[config.mk]
export PLATFORM = sky130hd
export DESIGN_NAME = rv_skid_buf
export DESIGN_NICKNAME = d
export VERILOG_FILES = /design/src/rtl/rv_skid_buf.sv
export SDC_FILE = /design/constraint.sdc
export NUM_CORES = 1
export LEC_CHECK = 0
export CAP_MARGIN = 20
export CELL_PAD_IN_SITES_DETAIL_PLACEMENT = 0
export CELL_PAD_IN_SITES_GLOBAL_PLACEMENT = 1
export CORE_MARGIN = 5
export CORE_UTILIZATION = 50
export CTS_BUF_LIST = sky130_fd_sc_hd__clkbuf_8 sky130_fd_sc_hd__clkbuf_16
export DETAILED_ROUTE_END_ITERATION = 12
export DONT_BUFFER_PORTS = 1
export GPL_TIMING_DRIVEN = 0
export MAX_ROUTING_LAYER = met4
export PLACE_DENSITY = 0.77
export SYNTH_ARGS = -nofsm -noshare
export SYNTH_HDL_FRONTEND = slang
export SYNTH_SLANG_ARGS = --single-unit
[constraint.sdc]
create_clock -name i_skid_clk -period 2.5 [get_ports i_skid_clk]
set_input_delay 0.5 -clock i_skid_clk [delete_from_list [all_inputs] [get_ports i_skid_clk]]
set_output_delay 0.5 -clock i_skid_clk [all_outputs]
set_load 0.05 [all_outputs]
[src/rtl/rv_skid_buf.sv]
// Two-entry valid/ready skid buffer between rv32i pipeline stages.
// Outputs decode registered state only, so no ready/valid combinational path crosses it.
module rv_skid_buf #(
    parameter int                   BW_DATA  = 32,
    parameter logic [BW_DATA-1:0]   INIT_VAL = '0
) (
    input  logic               i_skid_clk,
    input  logic               i_skid_rstn,
    input  logic               i_skid_flush,
    input  logic               i_skid_valid,
    output logic               o_skid_ready,
    input  logic [BW_DATA-1:0] i_skid_data,
    output logic               o_skid_valid,
    input  logic               i_skid_ready,
    output logic [BW_DATA-1:0] o_skid_data,
    output logic [1:0]         o_skid_level
);

    // Handshake: an entry moves on a rising edge where valid and ready are both
    // high; valid never drops and data never changes until that happens (or a flush).
    // State encoding equals the occupancy, so o_skid_level doubles as the state view.
    typedef enum logic [1:0] {
        ST_EMPTY = 2'd0,
        ST_BUSY  = 2'd1,
        ST_FULL  = 2'd2
    } state_t;

    state_t             state;
    logic [BW_DATA-1:0] main_q;
    logic [BW_DATA-1:0] skid_q;
    logic               in_fire;
    logic               out_fire;

    assign o_skid_valid = (state != ST_EMPTY);
    assign o_skid_ready = (state != ST_FULL);
    assign o_skid_level = state;
    assign o_skid_data  = main_q;

    assign in_fire  = i_skid_valid & o_skid_ready;
    assign out_fire = o_skid_valid & i_skid_ready;

    always_ff @(posedge i_skid_clk or negedge i_skid_rstn) begin
        if (!i_skid_rstn) begin
            state  <= ST_EMPTY;
            main_q <= INIT_VAL;
            skid_q <= INIT_VAL;
        end else if (i_skid_flush) begin
            // Held entries are dropped; data registers keep stale, now-invalid contents.
            state <= ST_EMPTY;
        end else begin
            case (state)
                ST_EMPTY: begin
                    if (in_fire) begin
                        state  <= ST_BUSY;
                        main_q <= i_skid_data;
                    end
                end
                ST_BUSY: begin
                    if (in_fire && !out_fire) begin
                        state  <= ST_FULL;
                        skid_q <= i_skid_data;
                    end else if (!in_fire && out_fire) begin
                        state <= ST_EMPTY;
                    end else if (in_fire && out_fire) begin
                        main_q <= i_skid_data;
                    end
                end
                ST_FULL: begin
                    // Ready is low here, so only the older entry can leave.
                    if (out_fire) begin
                        state  <= ST_BUSY;
                        main_q <= skid_q;
                    end
                end
                default: state <= ST_EMPTY;
            endcase
        end
    end

endmodule

==> Word level (Yosys, flattened, before mapping) <==
Index checks and enable logic that the tools add are counted.
{ "op_classes": {"bitwise_logic": 3, "n_eq_ne": 11, "mux": 12, "n_reduce_logical": 11} }
{ "op_table": {"columns": ["op", "count"], "rows": [
  ["$mux W32", 5],
  ["$pmux W32 S3", 1],
  ["$ne A2 B2 Y1 const B", 6],
  ["$mux W2", 5],
  ["$reduce_and A7 Y1", 1],
  ["$ne A3 B3 Y1 const B", 2],
  ["$pmux W2 S3", 1],
  ["$reduce_and A3 Y1", 2],
  ["$ne A4 B4 Y1 const B", 1],
  ["$logic_and A1 B1 Y1", 3],
  ["$reduce_bool A3 Y1", 1],
  ["$and A1 B1 Y1", 2],
  ["$eq A2 B1 Y1 const B", 1],
  ["$eq A2 B2 Y1 const B", 1],
  ["$logic_not A1 Y1", 2],
  ["$logic_not A2 Y1", 1],
  ["$reduce_bool A2 Y1", 1],
  ["$not A1 Y1", 1]
]} }
{ "totals": {"regBits": 66, "word_cells": 40} }

==> Depth between registers and ports, before layout <==
{ "depth": {"ltp_word": 8, "mapped_depth": 5, "depth_no_buf": 4} }

==> Worst setup path before layout <==
No wires, ideal clock.
{ "synth_timing": {"path_kind": "reg-to-output", "from": "register state[1] (netlist: o_skid_level[1])", "to": "output port o_skid_ready", "path_buffers": 2, "slack_ns": 0.566, "arrival_ns": 1.434, "stages_incl_launch_ff": 5, "cell_sequence": "dfrtp_1 nor2b_2 buf_6 buf_8 inv_1"} }
{ "synth_via": {"elab_chain_cells": 1} }
{ "synth_rtl": {"columns": ["element", "line_no", "source"], "rows": [
  ["from (decl)", "28", "state_t state;"],
  ["from (signal assigned)", "44", "state <= ST_EMPTY;"],
  ["from (signal assigned)", "49", "state <= ST_EMPTY;"],
  ["from (signal assigned)", "54", "state <= ST_BUSY;"],
  ["$ne A2 B2 Y1", "35", "assign o_skid_ready = (state != ST_FULL);"],
  ["to (decl)", "11", "output logic o_skid_ready,"]
]} }
Every way passes these cells.

==> Worst setup path after layout <==
Same ends and word-level chain as after synthesis.

==> metrics <==
fin nets=237; Slew HR=0.579; clk sinks=66; H-tree depth=3; Setup Buffers After CTS=0; Num CTS Buffers=9; Netlist cell types=20; count leader, synth=mux2_2; Synth top area share=0.549; setup tns final=0 ns; Leak=between 1 and 1.5 nW; Post-synth top cells=mux2_2 (77), dfrtp_1 (66), mux2_1 (11); clk_lat worst skew=0.33 ns; EDFF count, synth=0; gp weighted congestion=0.738; layout cells sized above 1=0.566; detailed placement HPWL=~4000 µm; Async SR Flop Fraction=1.00; first-pass GRT wire length=8970 µm; Total Wirelength=5570 µm; Main synth FF type=dfrtp_1; data required time of the worst path=2.00 ns; Antenna Violating Nets Remaining=0; Filler cells=~470; Area contributors post-synth=dfrtp_1 (55%), mux2_2 (29%), mux2_1 (4.1%); CTS clk-pin slew, worst paths=0.07 ns; initial antenna violation count=0; Routed wire per std cell=around 20 µm; Worst Reg2Reg Path Length in Cells=4; grt total ovfl=0; Via Count=1526; part of the Yosys area used for sequential elements=0.549; row count=28; P per Cell Area=940 nW/µm²; worst vdd ir=0.396 mV; PnR worst setup slack=0.132 ns; Post-Syn Area=3010 µm²; R2R Path End=skid_q[12]; CP Buf/Inv Count=3; synthesized flop and latch total=66; Hold Violations, Final=0; fin cells=280; clk root buf=clkbuf_8; clock skew=approximately 0.0059 ns; max-slew violations=0; CORE AREA=between 5000 and 6000 µm²; starting density of the core=0.511; placed insts=263; R2R setup slack=roughly 0.39 ns; origin of the critical flop-to-flop path=o_skid_level[0]; CTS resizes=0; clock buffer depth=2; CP max-delay cell=dfrtp_1; status=completed; Worst EP arrival=1.87 ns; critical path type=flop to output pin; total of max-cap violations=0; final hold slack=about 0.044 ns; crit share post-route=0.947; Hold Path Class=input port to async pin; vias in the first global route=1752; critical path, cell by cell=nor2b_2, buf_6, buf_8, inv_1; Die ar.=7670 µm²; min Tclk post-route=2.37 ns; crit-path max FO=10; Avg Cell Area, Syn=16.0 µm²; height of the chip=a little under 90 µm; Initial DRT Pass Iterations=4; largest net degree at the start of global routing=67; Slew @ Worst Pin=0.631 ns; IO buf count=0; CP delay by family, top=flip-flops; CTS tree=built; Synth-to-Final Area Change=10.6%; die width=~88 µm; DRC Markers=0; I/O Pins=73; crit end category=output pin; RSZ-0062 raised after global routing=no; All-Layer GR Usage=0.162; Vias/cell=5.45; Mapped Nets=225; Syn Inst Count=188; crit path launch type=flop; Final setup viols=0; area leader, netlist=dfrtp_1; largest stage delay on the critical path=approximately 0.74 ns; ant diodes=0; synth warn=0; Worst Setup Slack post-DPL=0.369 ns; initial DRC count=27; Fmax=422 MHz
[cell usage in the layout, fill, tap and decap left out]
cell type,netlist,final
nor2_1,1,1
nand2b_1,1,1
mux2_1,11,11
nand2_1,1,1
or2_2,1,1
bufinv_16,0,1
o22a_2,1,1
buf_8,3,3
inv_1,1,4
clkbuf_8,0,11
nor3_1,1,1
nand2_2,1,1
a21oi_4,1,1
dfrtp_1,66,66
mux2_4,8,8
o21a_1,1,1
buf_16,0,1
nor3b_4,1,1
mux2_2,77,77
nand3b_1,1,1
buf_6,7,7
nor2b_2,2,2
a21oi_1,2,2
clkinv_2,0,1
[repair_timing]
item / 4_1_cts / 5_1_grt
setup endpoints to repair: 0 / 0
hold buffers: 1 / 0
hold endpoints to repair: 66 / 0
[report_power, final]
group	internal [mW]	switching [mW]
clock	0.503	0.371
combinational	0.255	0.136
sequential	1.32	0.545
total	2.07	1.05
[logic make-up after synthesis]
family | synth area share
buffers and inverters | 0.0424
flip-flops | 0.549
AO/OA/AOI/OAI | 0.0146
multiplexers | 0.369
AND/OR/NAND/NOR | 0.0250
[area by class of cell]
class / count / area, µm² / area share
flip-flops and latches: 66 / 1650 / 0.496
inverters: 1 / 3.75 / 0.00113
well taps: 75 / 93.8 / 0.0282
plain buffers: 10 / 124 / 0.0372
repair buffers: 1 / 27.5 / 0.00827
clock buffers: 11 / 151 / 0.0455
multi-input cells: 111 / 1230 / 0.370
clock inverters: 5 / 46.3 / 0.0139
[sequential cells by signal, summed over array words and instances (netlist names)]
name / flops
o_skid_data: 32
skid_q: 32
o_skid_level: 2
[per-layer routing]
layer	global-route usage	vias to the layer above	part of all wire
met5	-	-	0
met4	0.0809	0	0.021
met3	0.0602	11	0.086
met2	0.260	49	0.49
met1	0.177	770	0.40
li1	-	696	-
[worst max-delay path by stage]
stage                               start      endpoint  slack (ns)  cells past startpoint
after floorplan           o_skid_level[1]  o_skid_ready        0.57                      4
after global routing      o_skid_level[1]  o_skid_ready        0.03                      4
after global placement    o_skid_level[0]    skid_q[16]        0.42                      4
after CTS                 o_skid_level[1]  o_skid_ready        0.10                      4
final                     o_skid_level[1]  o_skid_ready        0.13                      4
after detailed placement  o_skid_level[0]    skid_q[16]        0.37                      4
[stage by stage]
| stage | utilization | area [µm²] | power [mW] |
|---|---|---|---|
| 2_1_floorplan | - | 3010 | 2.15 |
| 3_3_place_gp | 0.527 | 3100 | 2.21 |
| 3_5_place_dp | 0.527 | 3100 | 2.26 |
| 4_1_cts | 0.565 | 3330 | 3.17 |
| 5_1_grt | 0.565 | 3330 | 3.27 |
| 6_report | 0.565 | 3330 | 3.13 |
(Power assumes the default switching activity.)
